## src/rtl/psum_binarize_reader_pkg.sv

```systemverilog
// Shared types and constants for the partial-sums readout path.
// The bank and the binarizing reader agree on lane count and widths here.
package psum_binarize_reader_pkg;

  localparam int unsigned LANES   = 32;
  localparam int unsigned PSUM_W  = 16;
  localparam int unsigned ADDR_W  = 11;
  localparam int unsigned COUNT_W = 6;

  typedef logic signed [PSUM_W-1:0] psum_t;
  typedef logic [ADDR_W-1:0]        row_addr_t;

  // Fixed encodings kept so existing debug tooling still decodes the state bus.
  localparam logic [1:0] ST_IDLE  = 2'd0;
  localparam logic [1:0] ST_READ  = 2'd1;
  localparam logic [1:0] ST_DRAIN = 2'd2;
  localparam logic [1:0] ST_DONE  = 2'd3;

  typedef enum logic [1:0] {
    IDLE  = ST_IDLE,
    READ  = ST_READ,
    DRAIN = ST_DRAIN,
    DONE  = ST_DONE
  } state_e;

endpackage

```

## src/rtl/psum_binarize_reader_if.sv

```systemverilog
// Control, memory read port and activation stream of the binarizing reader.
interface psum_binarize_reader_if #(
  parameter int unsigned LANES   = 32,
  parameter int unsigned PSUM_W  = 16,
  parameter int unsigned ADDR_W  = 11,
  parameter int unsigned COUNT_W = 6
) ();

  logic                      start;
  logic [ADDR_W-1:0]         address_start;
  logic [COUNT_W-1:0]        batch;
  logic [LANES*PSUM_W-1:0]   thresholds;
  logic                      mem_en;
  logic [ADDR_W-1:0]         mem_addr;
  logic [LANES*PSUM_W-1:0]   mem_rdata;
  logic [LANES-1:0]          act_data;
  logic                      act_valid;
  logic                      act_ready;
  logic                      act_last;
  logic                      busy;
  logic                      done;

  modport master (
    output start, address_start, batch, thresholds, mem_rdata, act_ready,
    input  mem_en, mem_addr, act_data, act_valid, act_last, busy, done
  );

  modport slave (
    input  start, address_start, batch, thresholds, mem_rdata, act_ready,
    output mem_en, mem_addr, act_data, act_valid, act_last, busy, done
  );

endinterface

```

## src/rtl/psum_binarize_reader_act_fifo2.sv

```systemverilog
// Two-entry registered valid/ready FIFO; the head register drives the output.
module act_fifo2 #(
  parameter int unsigned W = 33
) (
  input  logic         clk,
  input  logic         reset,
  input  logic         push_i,
  input  logic [W-1:0] push_data_i,
  input  logic         ready_i,
  output logic         valid_o,
  output logic [W-1:0] data_o,
  output logic [1:0]   count_o
);

  logic [W-1:0] head_q, head_d;
  logic [W-1:0] tail_q, tail_d;
  logic [1:0]   count_q, count_d;
  logic         pop;

  assign pop     = ready_i && (count_q != 2'd0);
  assign valid_o = (count_q != 2'd0);
  assign data_o  = head_q;
  assign count_o = count_q;

  always_comb begin
    head_d  = head_q;
    tail_d  = tail_q;
    count_d = count_q;
    unique case ({push_i, pop})
      2'b10: begin
        if (count_q == 2'd0) head_d = push_data_i;
        else                 tail_d = push_data_i;
        count_d = count_q + 2'd1;
      end
      2'b01: begin
        head_d  = tail_q;
        count_d = count_q - 2'd1;
      end
      2'b11: begin
        // Simultaneous push/pop keeps the count; the new word lands behind whatever remains.
        if (count_q == 2'd1) begin
          head_d = push_data_i;
        end else begin
          head_d = tail_q;
          tail_d = push_data_i;
        end
      end
      default: ;
    endcase
  end

  always_ff @(posedge clk or posedge reset) begin
    if (reset) begin
      head_q  <= '0;
      tail_q  <= '0;
      count_q <= '0;
    end else begin
      head_q  <= head_d;
      tail_q  <= tail_d;
      count_q <= count_d;
    end
  end

endmodule

```

## src/rtl/psum_binarize_reader.sv

```systemverilog
// Walks a range of partial-sum rows, thresholds every lane and streams
// the packed binary activation words out on a valid/ready port.
module psum_binarize_reader #(
  parameter int unsigned LANES   = psum_binarize_reader_pkg::LANES,
  parameter int unsigned PSUM_W  = psum_binarize_reader_pkg::PSUM_W,
  parameter int unsigned ADDR_W  = psum_binarize_reader_pkg::ADDR_W,
  parameter int unsigned COUNT_W = psum_binarize_reader_pkg::COUNT_W
) (
  input  logic                  clk,
  input  logic                  reset,
  psum_binarize_reader_if.slave bus
);
  import psum_binarize_reader_pkg::*;

  state_e             state_q, state_d;
  logic [ADDR_W-1:0]  addr_q, addr_d;
  logic [COUNT_W-1:0] remain_q, remain_d;
  logic               inflight_q, inflight_last_q;

  logic [LANES-1:0]   cmp_bits;
  logic               fifo_valid;
  logic [LANES:0]     fifo_head;
  logic [1:0]         fifo_count;
  logic [2:0]         credit_used;
  logic               pop, issue, last_issue;

  assign pop         = fifo_valid && bus.act_ready;
  assign credit_used = {1'b0, fifo_count} + {2'b00, inflight_q};
  // Buffered plus outstanding words, less the one leaving now, must stay below two.
  assign issue       = (state_q == READ) && (credit_used < (pop ? 3'd3 : 3'd2));
  assign last_issue  = issue && (remain_q == COUNT_W'(1));

  always_comb begin
    cmp_bits = '0;
    for (int unsigned i = 0; i < LANES; i++) begin
      cmp_bits[i] = $signed(bus.mem_rdata[i*PSUM_W +: PSUM_W]) >=
                    $signed(bus.thresholds[i*PSUM_W +: PSUM_W]);
    end
  end

  act_fifo2 #(.W(LANES + 1)) u_fifo (
    .clk         (clk),
    .reset       (reset),
    .push_i      (inflight_q),
    .push_data_i ({inflight_last_q, cmp_bits}),
    .ready_i     (bus.act_ready),
    .valid_o     (fifo_valid),
    .data_o      (fifo_head),
    .count_o     (fifo_count)
  );

  always_comb begin
    state_d  = state_q;
    addr_d   = addr_q;
    remain_d = remain_q;
    unique case (state_q)
      IDLE: begin
        if (bus.start) begin
          if (bus.batch != '0) begin
            addr_d   = bus.address_start;
            remain_d = bus.batch;
            state_d  = READ;
          end else begin
            state_d  = DONE;
          end
        end
      end
      READ: begin
        if (issue) begin
          addr_d   = addr_q + ADDR_W'(1);
          remain_d = remain_q - COUNT_W'(1);
          if (last_issue) state_d = DRAIN;
        end
      end
      DRAIN: begin
        if (!inflight_q && pop && fifo_head[LANES]) state_d = DONE;
      end
      DONE:    state_d = IDLE;
      default: state_d = IDLE;
    endcase
  end

  always_ff @(posedge clk or posedge reset) begin
    if (reset) begin
      state_q         <= IDLE;
      addr_q          <= '0;
      remain_q        <= '0;
      inflight_q      <= 1'b0;
      inflight_last_q <= 1'b0;
    end else begin
      state_q         <= state_d;
      addr_q          <= addr_d;
      remain_q        <= remain_d;
      inflight_q      <= issue;
      inflight_last_q <= last_issue;
    end
  end

  assign bus.mem_en    = issue;
  assign bus.mem_addr  = addr_q;
  assign bus.act_valid = fifo_valid;
  assign bus.act_data  = fifo_head[LANES-1:0];
  assign bus.act_last  = fifo_head[LANES];
  assign bus.busy      = (state_q == READ) || (state_q == DRAIN) ||
                         ((state_q == IDLE) && bus.start);
  assign bus.done      = (state_q == DONE);

endmodule

```

## src/flat_wrapper.sv

```systemverilog
// flat-port wrapper written by rule: the top's interface ports become plain ports
module psum_binarize_reader_flat import psum_binarize_reader_pkg::*;
#(
  parameter int unsigned LANES   = psum_binarize_reader_pkg::LANES,
  parameter int unsigned PSUM_W  = psum_binarize_reader_pkg::PSUM_W,
  parameter int unsigned ADDR_W  = psum_binarize_reader_pkg::ADDR_W,
  parameter int unsigned COUNT_W = psum_binarize_reader_pkg::COUNT_W
)
  (clk, reset, bus_start, bus_address_start, bus_batch, bus_thresholds, bus_mem_rdata, bus_act_ready, bus_mem_en, bus_mem_addr, bus_act_data, bus_act_valid, bus_act_last, bus_busy, bus_done);
  psum_binarize_reader_if #(.LANES(LANES), .PSUM_W(PSUM_W), .ADDR_W(ADDR_W), .COUNT_W(COUNT_W)) bus_i ();
  input  logic clk;
  input  logic reset;
  input wire logic [$bits(bus_i.start)-1:0] bus_start;
  input wire logic [$bits(bus_i.address_start)-1:0] bus_address_start;
  input wire logic [$bits(bus_i.batch)-1:0] bus_batch;
  input wire logic [$bits(bus_i.thresholds)-1:0] bus_thresholds;
  input wire logic [$bits(bus_i.mem_rdata)-1:0] bus_mem_rdata;
  input wire logic [$bits(bus_i.act_ready)-1:0] bus_act_ready;
  output wire logic [$bits(bus_i.mem_en)-1:0] bus_mem_en;
  output wire logic [$bits(bus_i.mem_addr)-1:0] bus_mem_addr;
  output wire logic [$bits(bus_i.act_data)-1:0] bus_act_data;
  output wire logic [$bits(bus_i.act_valid)-1:0] bus_act_valid;
  output wire logic [$bits(bus_i.act_last)-1:0] bus_act_last;
  output wire logic [$bits(bus_i.busy)-1:0] bus_busy;
  output wire logic [$bits(bus_i.done)-1:0] bus_done;
  assign bus_i.start = bus_start;
  assign bus_i.address_start = bus_address_start;
  assign bus_i.batch = bus_batch;
  assign bus_i.thresholds = bus_thresholds;
  assign bus_i.mem_rdata = bus_mem_rdata;
  assign bus_i.act_ready = bus_act_ready;
  assign bus_mem_en = bus_i.mem_en;
  assign bus_mem_addr = bus_i.mem_addr;
  assign bus_act_data = bus_i.act_data;
  assign bus_act_valid = bus_i.act_valid;
  assign bus_act_last = bus_i.act_last;
  assign bus_busy = bus_i.busy;
  assign bus_done = bus_i.done;
  psum_binarize_reader #(.LANES(LANES), .PSUM_W(PSUM_W), .ADDR_W(ADDR_W), .COUNT_W(COUNT_W)) u_core (.clk(clk), .reset(reset), .bus(bus_i));
endmodule
```

## config.mk

```make
export PLATFORM = sky130hd
export DESIGN_NAME = psum_binarize_reader_flat
export DESIGN_NICKNAME = d
export VERILOG_FILES = /design/src/rtl/psum_binarize_reader_pkg.sv /design/src/rtl/psum_binarize_reader_if.sv /design/src/rtl/psum_binarize_reader_act_fifo2.sv /design/src/rtl/psum_binarize_reader.sv /design/src/flat_wrapper.sv
export SDC_FILE = /design/constraint.sdc
export NUM_CORES = 1
export LEC_CHECK = 0
export ABC_CLOCK_PERIOD_IN_PS = 5590
export CAP_MARGIN = 20
export CORE_AREA = 2 2 430 432
export DETAILED_ROUTE_END_ITERATION = 12
export DIE_AREA = 0 0 432 434
export HOLD_SLACK_MARGIN = 0.08
export PLACE_DENSITY = 0.38
export SYNTH_ARGS = -nofsm -noshare
export SYNTH_HDL_FRONTEND = slang
export SYNTH_HIERARCHICAL = 1
export SYNTH_SLANG_ARGS = --single-unit
```

## constraint.sdc

```tcl
create_clock -name clk -period 5.59 [get_ports clk]
set_input_delay 0.559 -clock clk [delete_from_list [all_inputs] [get_ports clk]]
set_output_delay 0.559 -clock clk [all_outputs]
set_load 0.03 [all_outputs]
```

==> flow_metrics.env, run 1 <==
export IMPL_cellPowerDensity_mw_per_mm2=186.6
export IMPL_ys_types=54
export IMPL_drt_iter0_drc=795
export IMPL_fmax_ghz=0.3052
export IMPL_hold_viol=0
export IMPL_start_kind="flip-flop"
export IMPL_place_congestion=0.9464
export IMPL_h_tree_depth=3
export IMPL_cts_hold_buffers=0
export IMPL_cp_max_fo=35
export IMPL_worstPathArrival_ps=2720
export IMPL_num_io_pins=1093
export IMPL_path_cells="inv_1 -> ha_1 -> buf_4 -> inv_1 -> buf_4 -> nor2_1 -> clkdlybuf4s50_1"
export IMPL_cp_num_buf_inv=5
export IMPL_cts_root_buf="clkbuf_16"
export IMPL_rrSetupSlack_ps=2430
export IMPL_ys_top_cells_by_area="ha_1, dfrtp_1, inv_1"
export IMPL_cts_buffers=9
export IMPL_power_leakage_uw=0.01462
export IMPL_grt_use_total=0.1249
export IMPL_ir_drop_uv=177.6
export IMPL_vias_per_cell=3.522
export IMPL_antenna_found_initial=43
export IMPL_cts_tree="built"
export IMPL_async_flop_share=1.000
export IMPL_fin_nets=4843
export IMPL_synth_top_family_by_area="adder cells"
export IMPL_synthMuxAreaShare=0.04484
export IMPL_syn_area_per_cell_um2=7.984
export IMPL_clkSlewWorstSetupHoldPaths_ps=90
export IMPL_synth_adder_area_share=0.3789
export IMPL_reg2reg_depth=8
export IMPL_dieArea_mm2=0.1875
export IMPL_slew_headroom=0.4548
export IMPL_cp_top_family="buffers and inverters"
export IMPL_tns_ps=0
export IMPL_synth_seq_cells=89
export IMPL_drc=0
export IMPL_grt_setup_unrepaired="no"
export IMPL_dp_hpwl_um=113400
export IMPL_wire_per_inst_um=21.77
export IMPL_grt_overflow_total=0
export IMPL_synth_top_area_share=0.3789
export IMPL_synthTopCellsByCount="ha_1, inv_1, a21oi_1"
export IMPL_clk_latency_ps=390
export IMPL_design_area_mm2=0.03166
export IMPL_n_fill_cell=20600
export IMPL_end_kind="output pin"
export IMPL_via_count=19970
export IMPL_fp_dieH_um=434
export IMPL_ys_warn_count=6
export IMPL_finalCritPeriodShare=0.5861
export IMPL_port_buffers=1092
export IMPL_fin_skew_ps=16.40
export IMPL_synth_simple_area_share=0.1428
export IMPL_worst_setup_path_type="reg2out"
export IMPL_status="completed"
export IMPL_timing_rr_end="u_core/u_fifo/tail_q[20]"
export IMPL_die_x_um=432
export IMPL_max_stage_delay_ps=780
export IMPL_crit_reg2reg_launch="u_core/u_fifo/count_o[0]"
export IMPL_post_route_min_period_ps=3276
export IMPL_synth_compound_area_share=0.1827
export IMPL_drv_slew=0
export IMPL_worst_slew_pin_slew_ps=817.8
export IMPL_rows=157
export IMPL_min_path_type="in2async"
export IMPL_synth_edf_count=0
export IMPL_grt_max_degree=67
export IMPL_grt_first_pass_wirelength_um=161800
export IMPL_synth_top_cell_by_area="ha_1"
export IMPL_syn_to_final_growth_pct=81.26
export IMPL_synthCells=2188
export IMPL_yosysMostFrequentCell="ha_1"
export IMPL_setup_viol=0
export IMPL_cts_setup_buffers=0
export IMPL_grt_pass1_vias=20520
export IMPL_synth_xor_xnor_area_share=0.0005014
export IMPL_synth_area_mm2=0.01747
export IMPL_maxCapViolCount=0
export IMPL_fin_hold_ws_ps=486.6
export IMPL_post_cts_resized=0
export IMPL_core_mm2=0.1825
export IMPL_routed_wl_um=123400
export IMPL_cp_required_ps=5030
export IMPL_ys_seq_area_frac=0.1275
export IMPL_syn_nets=3762
export IMPL_placed_cell_area_mm2=0.03131
export IMPL_first_pass_iters=7
export IMPL_start_util=0.09572
export IMPL_drive_gt1_frac=0.02841
export IMPL_utilization=0.1735
export IMPL_cts_buffer_depth=2
export IMPL_yosys_most_used_dff="dfrtp_1"
export IMPL_antenna_left=0
export IMPL_slowest_stage="clkdlybuf4s50_1"
export IMPL_clock_sinks=89
## cells in the final DEF, fill, tap and decap left out, types with 8 or more instances in the layout
cell             count
nand3_1            113
dfrtp_1             89
a21boi_0            21
clkbuf_16            9
diode_2             10
clkdlybuf4s50_1   1092
mux2_2              56
o211ai_1            33
inv_1              525
ha_1               528
buf_4                9
a31oi_1             33
a21oi_1            158
nor3_1              35
nor2b_1             35
o21ai_0             54
nor4_1              24
or4_1                8
and4_1              21
a21o_1              86
nor2_1              46
a2111oi_0           10
nand4_1             97
a221oi_1            22
a211oi_1            29
nand2_1             56
mux2_1               9
## how the worst max path moves through the flow
stage / from / end / slack, ps / cells after the start
floorplan: bus_thresholds[383] / u_core/u_fifo/tail_q[23] / 3110 / 8
global placement: bus_thresholds[191] / u_core/u_fifo/tail_q[11] / 1030 / 9
detailed placement: bus_thresholds[191] / u_core/u_fifo/tail_q[11] / 1600 / 8
CTS: bus_thresholds[191] / u_core/u_fifo/tail_q[11] / 2050 / 8
global route: bus_thresholds[191] / u_core/u_fifo/tail_q[11] / 2080 / 10
finish: u_core/state_q[1] / bus_mem_en / 2310 / 7
## state kept, by name, indices dropped and copies added (netlist names)
register	flops
u_core/remain_q	6
u_core/bus.mem_addr	11
u_core/state_q	2
u_core/u_fifo/count_o	2
u_core/u_fifo/tail_q	33
u_core/u_fifo/data_o	33
u_core/inflight_q	1
u_core/inflight_last_q	1
## metal layers
layer,vias to the layer above,part of all wire,routed length (um),global-route usage
li1,9992,-,-,-
met1,9234,0.41,50760,0.1486
met2,650,0.52,64310,0.2320
met3,74,0.056,6888,0.02458
met4,16,0.011,1351,0.02092
met5,-,0.00078,96,0
## layout make-up
cell class                 instances  area, um^2  share of cell area
clock inverter                     7       71.32            0.002252
antenna                           10       25.02           0.0007903
sequential                        89        2227             0.07034
multi-input combinational       1541       13130              0.4146
clock buffer                       9       225.2            0.007113
inverter                         526        1977             0.06244
timing repair buffer            1102       11030              0.3482
tap                             2385        2984             0.09425
## per-stage QoR
stage / setup WS (ps) / cells / total power [uW]
after floorplan: 3110 / 2188 / 3211
after global placement: 1029 / 5640 / 5353
after detailed placement: 1602 / 5642 / 5369
after CTS: 2051 / 5658 / 6100
after global routing: 2077 / 5666 / 6407
final: 2314 / 5669 / 5908
## where the power goes
group	switching, uW	leakage, uW	internal [uW]	total, uW
combinational	2190	0.0135	1870	4070
clock	349	0.000145	315	664
sequential	211	0.00101	967	1180
total	2750	0.0146	3150	5910
## logic make-up after synthesis
| family | after synthesis |
|---|---|
| xor gates and xnor gates | 1 |
| muxes | 70 |
| DFF | 89 |
| buffers and inverters | 558 |
| adders and majority gates | 529 |
| and+or+nand+nor | 455 |
| AOI/OAI and AO/OA | 486 |
(Power assumes the default switching activity.)
==> inputs of run 2 (changes only) <==
Settings changed: ABC_CLOCK_PERIOD_IN_PS 5590 to 3150, CORE_AREA 2 2 430 432 to 2 2 421 423, DIE_AREA 0 0 432 434 to 0 0 423 425, PLACE_DENSITY 0.38 to 0.39.
Clock period 5.59 ns to 3.15 ns, I/O delays scaled along.
==> run 2 against run 1 <==
Against the previous run:
- via count increased by 2.3%
- die area decreased by 4.1%
- sequential share of layout area about the same
==> flow_metrics.env, run 2 (synthesis results as in run 1) <==
export IMPL_status="completed"
export IMPL_drive_gt1_frac=0.03255
export IMPL_grt_overflow_total=0
export IMPL_grt_pass1_vias=20920
export IMPL_grtUsageMet2=0.2346
export IMPL_syn_to_final_growth_pct=81.81
export IMPL_dieArea_mm2=0.1798
export IMPL_fin_hold_ws_ps=335.0
export IMPL_use_met3=0.03466
export IMPL_core_mm2=0.1753
export IMPL_maxCapViolCount=0
export IMPL_dp_cells=5611
export IMPL_cts_hold_buffers=0
export IMPL_drc=0
export IMPL_antenna_left=0
export IMPL_worst_slew_pin_slew_ps=766.0
export IMPL_fp_dieH_um=425
export IMPL_routed_wl_um=127300
export IMPL_die_x_um=423
export IMPL_grt_use_total=0.1350
export IMPL_start_kind="input port"
export IMPL_start_util=0.09962
export IMPL_clock_sinks=89
export IMPL_top_usage_layer="met2"
export IMPL_fin_skew_ps=15.55
export IMPL_cts_tree="built"
export IMPL_instances_no_fill=5648
export IMPL_via_count=20420
export IMPL_cellPowerDensity_mw_per_mm2=336.1
export IMPL_fin_nets=4856
export IMPL_dp_hpwl_um=117700
export IMPL_antenna_found_initial=58
export IMPL_cts_buffer_depth=2
export IMPL_drv_slew=0
export IMPL_grt_use_met1=0.1632
export IMPL_post_route_min_period_ps=2754
export IMPL_worstPathArrival_ps=3040
export IMPL_cts_buffers=9
export IMPL_grt_setup_unrepaired="no"
export IMPL_place_congestion=0.9302
export IMPL_ir_drop_uv=265.5
export IMPL_clkSlewWorstSetupHoldPaths_ps=90
export IMPL_slew_headroom=0.4877
export IMPL_final_common_cell="clkdlybuf4s50_1"
export IMPL_power_leakage_uw=0.01469
export IMPL_setup_viol=0
export IMPL_clk_latency_ps=410
export IMPL_finalCritPeriodShare=0.8743
export IMPL_port_buffers=1092
export IMPL_post_cts_resized=0
export IMPL_hold_viol=0
export IMPL_drt_iter0_drc=1089
export IMPL_cp_max_fo=3
export IMPL_num_io_pins=1093
export IMPL_pre_cts_slack_ps=17.78
export IMPL_wire_per_inst_um=22.54
export IMPL_grt_max_degree=38
export IMPL_first_pass_iters=5
export IMPL_grt_first_pass_wirelength_um=166400
export IMPL_end_kind="flip-flop"
export IMPL_final_cell_mix="clkdlybuf4s50_1, ha_1, inv_1"
export IMPL_h_tree_depth=3
export IMPL_cts_setup_buffers=0
export IMPL_utilization=0.1811
export IMPL_fmax_ghz=0.3631
export IMPL_cp_required_ps=3430
export IMPL_setup_slack_ps=396.0
export IMPL_vias_per_cell=3.616
export IMPL_cts_root_buf="clkbuf_16"
export IMPL_min_path_type="in2async"
export IMPL_worst_setup_path_type="in2reg"
export IMPL_rows=154
==> run 2: stage by stage <==
stage	area [um^2]	power [uW]	TNS, ps
2_1_floorplan	17470	5698	0
3_3_place_gp	31410	9618	-64.35
3_5_place_dp	31410	9649	0
4_1_cts	31710	10980	0
5_1_grt	31750	11580	0
6_report	31760	10670	0
==> run 2: worst max-delay path, cell delays in order <==
cell and delay (ps):
clkdlybuf4s50_1 460, inv_1 50, ha_1 380, nand4_1 250, nor3_1 130, a21boi_0 150, nor4_1 470, buf_4 200
mux2_2 370, mux2_2 260
==> run 2: power breakdown <==
group	internal [uW]	switching, uW	leakage, uW	total [uW]
clock	556	641	0.000137	1200
combinational	3410	3940	0.0135	7350
sequential	1710	410	0.00101	2120
total	5680	4990	0.0147	10700
==> run 2: routing by layer <==
metal | wire [um] | share of wire
met5 | 122 | 0.00096
met4 | 2478 | 0.019
met3 | 8458 | 0.066
met2 | 63030 | 0.50
met1 | 53240 | 0.42
==> run 2: worst paths after layout <==
check	from	to	slack, ps	cells after the start
max reg2reg	u_core/u_fifo/count_o[0]	u_core/u_fifo/tail_q[1]	590	8
min reg2reg	u_core/u_fifo/tail_q[7]	u_core/u_fifo/tail_q[7]	490	1
min	reset	u_core/u_fifo/tail_q[23]	340	2
min in group clk	u_core/u_fifo/tail_q[7]	u_core/u_fifo/tail_q[7]	490	1
max	bus_thresholds[495]	u_core/u_fifo/tail_q[30]	400	10
max in group asynchronous	reset	u_core/u_fifo/data_o[2]	2150	3
==> run 2: final cells by class <==
type / instances / area (um^2)
clock buffers: 9 / 225.2
clock inverters: 7 / 68.82
fillers: 19760 / 143600
inverters: 526 / 1977
well taps: 2340 / 2928
diodes: 21 / 52.55
multi-input cells: 1541 / 13120
flip-flops and latches: 89 / 2227
repair buffers: 1115 / 11160
==> inputs of run 3 (changes only) <==
Settings changed: ABC_CLOCK_PERIOD_IN_PS 3150 to 2800.
Clock period 3.15 ns to 2.8 ns, I/O delays scaled along.
==> run 3 against run 2 <==
Against the previous run:
- setup slack worse by 200 ps
- non-clock buffer count up 34
- critical path depth down 1
- total power up 14%
- via count down 0.65%
- global-route usage up 0.10 points
- flip-flop and latch count unchanged
- clock-buffer cell count unchanged
- highest routed layer unchanged
==> flow_metrics.env, run 3 (synthesis results as in run 1) <==
export IMPL_dp_cells=5645
export IMPL_slowest_stage="clkdlybuf4s50_1"
export IMPL_placed_cell_area_mm2=0.03170
export IMPL_critPathMostFrequentCell="mux2_2"
export IMPL_drive_gt1_frac=0.04306
export IMPL_final_cell_mix="clkdlybuf4s50_1, ha_1, inv_1"
export IMPL_core_mm2=0.1753
export IMPL_dieArea_mm2=0.1798
export IMPL_instances_no_fill=5677
export IMPL_fmax_ghz=0.3834
export IMPL_path_cells="clkdlybuf4s50_1 -> inv_1 -> ha_1 -> nand4_1 -> nor3_1 -> a21boi_0 -> nor4_1 -> mux2_2 -> mux2_2"
export IMPL_vias_per_cell=3.574
export IMPL_p_seq_frac=0.198
export IMPL_post_cts_resized=0
export IMPL_cp_top_family="simple AND/OR/NAND/NOR gates"
export IMPL_slew_headroom=0.5480
export IMPL_dp_hpwl_um=118000
export IMPL_cts_buffer_depth=2
export IMPL_cts_setup_buffers=0
export IMPL_grt_first_pass_wirelength_um=169000
export IMPL_antenna_found_initial=48
export IMPL_cts_tree="built"
export IMPL_grt_use_total=0.1361
export IMPL_start_util=0.09962
export IMPL_clkSlewWorstSetupHoldPaths_ps=90
export IMPL_place_congestion=0.9513
export IMPL_worst_setup_path_type="in2reg"
export IMPL_grt_max_degree=39
export IMPL_power_frac_comb=0.686
export IMPL_syn_to_final_growth_pct=83.46
export IMPL_tns_ps=0
export IMPL_cp_max_fo=3
export IMPL_ir_drop_uv=296.3
export IMPL_max_stage_delay_ps=460
export IMPL_fp_dieH_um=425
export IMPL_cts_root_buf="clkbuf_16"
export IMPL_status="completed"
export IMPL_fin_hold_ws_ps=337.8
export IMPL_swShare=0.4647
export IMPL_power_leakage_uw=0.01488
export IMPL_cp_required_ps=3080
export IMPL_drt_iter0_drc=1027
export IMPL_grt_overflow_total=0
export IMPL_fin_skew_ps=13.60
export IMPL_num_io_pins=1093
export IMPL_cellPowerDensity_mw_per_mm2=378.9
export IMPL_worstPathArrival_ps=2890
export IMPL_setup_viol=0
export IMPL_first_pass_iters=5
export IMPL_grt_setup_unrepaired="no"
export IMPL_start_kind="input port"
export IMPL_antenna_left=0
export IMPL_p_switching_uw=5642
export IMPL_final_common_cell="clkdlybuf4s50_1"
export IMPL_rows=154
export IMPL_wire_per_inst_um=22.50
export IMPL_drc=0
export IMPL_end_kind="flip-flop"
export IMPL_cp_num_buf_inv=2
export IMPL_clk_latency_ps=390
export IMPL_fin_nets=4890
export IMPL_clkPwrFrac=0.116
export IMPL_h_tree_depth=3
export IMPL_design_area_mm2=0.03205
export IMPL_hold_viol=0
export IMPL_min_path_type="in2async"
export IMPL_cts_hold_buffers=0
export IMPL_cts_buffers=9
export IMPL_maxCapViolCount=0
export IMPL_die_x_um=423
export IMPL_worst_slew_pin_slew_ps=675.8
export IMPL_clock_sinks=89
export IMPL_via_count=20290
export IMPL_grt_pass1_vias=20940
export IMPL_routed_wl_um=127700
export IMPL_port_buffers=1092
export IMPL_post_route_min_period_ps=2608
export IMPL_intPower_uw=6500
export IMPL_drv_slew=0
export IMPL_finalCritPeriodShare=0.9315
-- run 3: changes by cell type in the layout (fill, tap and decap cells not counted), sizes merged --
cell           before   now
clkinv              2     3
clkinvlp            2     0
diode              21    16
clkdlybuf4s50    1091  1089
inv               529   530
buf                24    60
-- run 3: routing by layer --
layer  part of all wire  wire length, um  vias up  track usage
li1                   -                -    10100            -
met1               0.44            55700     9396       0.1737
met2               0.50            63930      693       0.2410
met3              0.052             6616       89      0.02176
met4              0.011             1412       12      0.02521
met5            0.00059               76        -            0
-- run 3: power by group through the flow --
stage / sequential, uW / combinational (uW) / clock [uW]
after CTS: 2410 / 8580 / 1540
after floorplan: 2890 / 3520 / 0
after global placement: 2420 / 8480 / 0
final: 2400 / 8330 / 1410
after global routing: 2490 / 9150 / 1570
after detailed placement: 2430 / 8530 / 0
-- run 3: worst paths after layout --
kind / depth (start not counted) / slack [ps] / endpoint / from
max in group asynchronous: 3 / 1790 / u_core/u_fifo/tail_q[13] / reset
max: 9 / 190 / u_core/u_fifo/tail_q[1] / bus_thresholds[29]
max reg2reg: 9 / 380 / u_core/u_fifo/tail_q[9] / u_core/u_fifo/count_o[0]
min: 2 / 340 / u_core/u_fifo/tail_q[23] / reset
min in group clk: 1 / 490 / u_core/u_fifo/tail_q[20] / u_core/u_fifo/tail_q[20]
min reg2reg: 1 / 490 / u_core/u_fifo/tail_q[20] / u_core/u_fifo/tail_q[20]
-- run 3: metrics by stage --
step                      power [uW]    util  setup slack, ps
final                          12140  0.1828            191.7
after global routing           13220  0.1827            210.2
after CTS                      12530  0.1825            212.7
after detailed placement       10960  0.1808           -234.8
after global placement         10900  0.1807           -220.4
after floorplan                 6410       -            598.7
-- run 3: layout make-up --
class                           count  area [um^2]
Fill cell                       19850       143300
Multi-Input combinational cell   1541        13120
Timing Repair Buffer             1149        11450
Tap cell                         2340         2928
Sequential cell                    89         2227
Inverter                          526         1977
Clock buffer                        9        225.2
Clock inverter                      7        81.33
Antenna cell                       16        40.04
==> patch 1, RTL diff (settings of run 1) <==
`COUNT_W` is set to 6 in 2 places; all go to 12.
--- a/src/rtl/psum_binarize_reader_pkg.sv
+++ b/src/rtl/psum_binarize_reader_pkg.sv
@@ -7,3 +7,3 @@
   localparam int unsigned ADDR_W  = 11;
-  localparam int unsigned COUNT_W = 6;
+  localparam int unsigned COUNT_W = 12;
 
--- a/src/rtl/psum_binarize_reader_if.sv
+++ b/src/rtl/psum_binarize_reader_if.sv
@@ -5,3 +5,3 @@
   parameter int unsigned ADDR_W  = 11,
-  parameter int unsigned COUNT_W = 6
+  parameter int unsigned COUNT_W = 12
 ) ();
Interface: changed (resized bus_batch); port bits go from 1093 to 1099. No check against the original RTL was run, so the function may have changed too.
==> patch 1 against run 1 <==
  * Design area increased by 1.8%
  * Synthesized area rose by 3.0%
  * Worst setup slack got worse by 0.14 ns
  * Combinational power grew 4%
  * Total power is 6.5% higher
  * Sequential cell count rose by 6
  * Hold slack improved by 0.0036 ns
  * Clock power is 13% higher
  * Non-clock buffer count grew 2
  * Routed wire length grew 12%
  * Final cell count grew 1.5%
  * Critical path type unchanged
  * Largest cell class unchanged
  * Largest power group unchanged
==> patch 1: results (changes against run 1) <==
- Met3 Use GR: 0.0284 (was 0.0246)
- Final GP Congestion: 0.933 (was 0.946)
- Internal: 3.39 mW (was 3.15 mW)
- Syn nets: 3853 (was 3762)
- Port Buffers: 1098 (was 1092)
- Fillers: 20500 (was 20600)
- Setup ws final: 2.18 ns (was 2.31 ns)
- # Post-CTS Setup Buffers: 0 (unchanged)
- Met3 wire len: 7.34 mm (was 6.89 mm)
- Sequential share of the synthesized area: 0.132 (was 0.127)
- Worst-path fanout max: 7 (was 35)
- Total Wirelength: 138 mm (was 123 mm)
- Critical Path AT: 2.85 ns (was 2.72 ns)
- Power Combinational: 4.23 mW (was 4.07 mW)
- Gr usage total: 0.140 (was 0.125)
- Dpl ws: 1.92 ns (was 1.60 ns)
- Area fraction of the dominant cell type after synthesis: 0.368 (was 0.379)
- Clock skew: 0.0115 ns (was 0.0164 ns)
- Largest net degree at the start of global routing: 69 (was 67)
- Leakage power: 14.6 nW (about the same)
- IR drop worst, VDD: 0.000252 V (was 0.000178 V)
- Layout cells sized above 1: 0.0283 (was 0.0284)
- Post-synth top cells: 529 x ha_1, 526 x inv_1, 184 x a21oi_1 (was 529 x ha_1, 526 x inv_1, 158 x a21oi_1)
- Seq. pwr: 1.31 mW (was 1.18 mW)
- Via count: 20900 (was 20000)
- Crit path launch: u_core/inflight_q (was u_core/state_q[1])
- Status: finished, final reports clean (unchanged)
- Final net count: 4931 (was 4843)
- Distinct cell type count after synthesis: 61 (was 54)
- Top post-synthesis cells by area: ha_1 37%, dfrtp_1 13%, inv_1 11%, a21oi_1 5.1%, nand4_1 4.4% (was ha_1 38%, dfrtp_1 13%, inv_1 11%, a21oi_1 4.5%, a21o_1 3.7%)
- Mean Syn Cell Area: 7.92 µm² (was 7.98 µm²)
- Setup TNS: 0 ns (unchanged)
- Routed length on met2: 71.3 mm (was 64.3 mm)
- Cts repair resizes: 0 (unchanged)
- HPWL after detailed placement: 128 mm (was 113 mm)
- First-pass GRT wire length: 179 mm (was 162 mm)
- Hold Crit Class: reg2reg (was in2async)
- Starting DRT DRC Count: 983 (was 795)
- Met2 usage: 0.259 (was 0.232)
- Wl on met1: 55.8 mm (was 50.8 mm)
- Clk pin slew, worst setup/hold paths: 0.08 ns
- Slew headroom: 0.203 (was 0.455)
- Reg-to-reg slack, setup: 2.45 ns (was 2.43 ns)
- # placed instances: 5724 (was 5642)
- GR met1 Demand/Resource: 0.163 (was 0.149)
- Max stage delay on crit path: 0.80 ns (was 0.78 ns)
- Clk_lat worst skew: 0.41 ns (was 0.39 ns)
- Final Non-Filler Cells: 5756 (was 5669)
- Antenna violations before repair: 87 (was 43)
[patch 1: cell count changes in the layout (fill, tap and decap cells not counted), sizes merged, moves of 11 or more]
cell and change:
a21o -21, nand3b +11, nand4 +30, a21oi +26, o21ai +14, nor3 -16, o21bai +26, and4 -19
nor2b +14, a221oi -22, o41ai +15
[patch 1: per-stage QoR]
| step | hold WS (ns) | instance area [µm²] | power (mW) | util |
|---|---|---|---|---|
| finish | 0.490 | 32200 | 6.29 | 0.177 |
| global route | 0.498 | 32200 | 6.79 | 0.177 |
| CTS | 0.491 | 32200 | 6.43 | 0.176 |
| detailed placement | 0.475 | 31800 | 5.63 | 0.175 |
| global placement | 0.467 | 31800 | 5.59 | 0.175 |
| floorplan | 0.458 | 18000 | 3.46 | - |
[patch 1: final timing paths]
check,endpoint,cells past startpoint
max,bus_mem_en,5
min,u_core/u_fifo/tail_q[20],1
max reg2reg,u_core/u_fifo/data_o[19],7
min reg2reg,u_core/u_fifo/tail_q[20],1
max in group asynchronous,u_core/u_fifo/data_o[13],3
min in group asynchronous,u_core/u_fifo/tail_q[26],2
[patch 1: kinds of logic after synthesis]
kind of cell,synth area share
adders and majority gates,0.368
AOI/OAI and AO/OA,0.181
and+or+nand+nor,0.156
xor gates and xnor gates,0.000487
muxes,0.0429
buffers and inverters,0.120
DFF,0.132
[patch 1: area by class of cell]
type / instances / area (µm²) / area share
multi-input combinational: 1615 / 13500 / 0.418
inverter: 526 / 1980 / 0.0613
timing repair buffer: 1104 / 11100 / 0.343
tap: 2385 / 2980 / 0.0926
clock buffer: 11 / 243 / 0.00753
clock inverter: 5 / 86.3 / 0.00268
sequential: 95 / 2380 / 0.0737
antenna: 15 / 37.5 / 0.00116
==> patch 2, RTL diff (flow settings as in run 1) <==
Made on the original files. Make the reset (`reset`) synchronous in 2 clocked blocks.
--- a/src/rtl/psum_binarize_reader_act_fifo2.sv
+++ b/src/rtl/psum_binarize_reader_act_fifo2.sv
@@ -51,3 +51,3 @@
 
-  always_ff @(posedge clk or posedge reset) begin
+  always_ff @(posedge clk) begin
     if (reset) begin
--- a/src/rtl/psum_binarize_reader.sv
+++ b/src/rtl/psum_binarize_reader.sv
@@ -82,3 +82,3 @@
 
-  always_ff @(posedge clk or posedge reset) begin
+  always_ff @(posedge clk) begin
     if (reset) begin
Function: differs if reset is asserted again (counterexample within 4 cycles, from zero or initial values and one cycle with reset high); with reset held inactive, the same outputs for 10 cycles.
==> patch 2 against run 1 <==
  * Total power is 4.7% lower
  * Routed wire length is 8.1% higher
  * Synthesized area is 0.69% higher
  * Design area is 0.32% higher
  * Maximum frequency is 5.4% lower
  * Clock skew hardly changed
  * Worst setup slack worse by 0.19 ns
  * Sequential cell count stayed put
==> patch 2: results (changes against run 1) <==
- Reg2Reg Depth: 9 (was 8)
- Leakage power: 14.1 nW (was 14.6 nW)
- Layout cells sized above 1: 0.0324 (was 0.0284)
- Drt first pass iters: 6 (was 7)
- Worst-path fanout max: 5 (was 35)
- Ys async rst share: 0 (was 1.00)
- R2r endpoint: u_core/u_fifo/data_o[29] (was u_core/u_fifo/tail_q[20])
- XOR/XNOR Fraction of Synth Area: 0.000498 (was 0.000501)
- Top post-synthesis cells by area: ha_1 38%, inv_1 12%, dfxtp_1 10%, a21oi_1 6.4%, nand4_1 3.9% (was ha_1 38%, dfrtp_1 13%, inv_1 11%, a21oi_1 4.5%, a21o_1 3.7%)
- Met3 wire len: 7.35 mm (was 6.89 mm)
- Compound-Gate Fraction of Synth Area: 0.206 (was 0.183)
- Wire length per cell: 22.9 µm (was 21.8 µm)
- GR met1 Demand/Resource: 0.162 (was 0.149)
- Placement Cell Area: 0.0314 mm² (was 0.0313 mm²)
- Final GP Congestion: 1.09 (was 0.946)
- HPWL after detailed placement: 121 mm (was 113 mm)
- Inserted Diodes: 15 (was 10)
- Multi-input gate area: 0.0136 mm² (was 0.0131 mm²)
- Predominant post-synthesis flop cell: dfxtp_1 (was dfrtp_1)
- Gr usage total: 0.135 (was 0.125)
- Adder-cell share of the synthesized area: 0.376 (was 0.379)
- Largest net degree at the start of global routing: 53 (was 67)
- Status: finished, final reports clean (unchanged)
- Max stage delay on crit path: 0.73 ns (was 0.78 ns)
- Multi-input gates: 1664 (was 1541)
- Routed length on met2: 68.8 mm (was 64.3 mm)
- Sequential share of the synthesized area: 0.101 (was 0.127)
- Most frequent cell after synthesis: inv_1 (was ha_1)
- Post-synthesis cell area: 0.0176 mm² (was 0.0175 mm²)
- Mux share of post-synthesis cell area: 0.0235 (was 0.0448)
- Via count: 21100 (was 20000)
-- patch 2: cell types whose count changed in the layout (fill, tap and decap cells not counted), sizes merged, moves of 18 or more --
cell,before,now
nand2,56,159
a221oi,22,40
a21o,86,47
mux2,66,34
inv,529,552
dfrtp,89,0
a21oi,158,226
nor3,35,53
nand3,113,58
nor2,46,81
a21boi,21,0
dfxtp,0,89
-- patch 2: power groups by stage --
| stage | combinational (mW) | clock [mW] | sequential, mW |
|---|---|---|---|
| 3_3_place_gp | 4.00 | 0 | 1.06 |
| 3_5_place_dp | 4.01 | 0 | 1.05 |
| 2_1_floorplan | 1.56 | 0 | 1.31 |
| 5_1_grt | 4.25 | 0.777 | 1.08 |
| 6_report | 3.89 | 0.703 | 1.04 |
| 4_1_cts | 4.03 | 0.766 | 1.04 |
-- patch 2: worst min-delay path, cell delays in order, from the launching register on --
cell     delay (ns)
dfxtp_1        0.31
nand2_1        0.05
a21oi_1        0.05
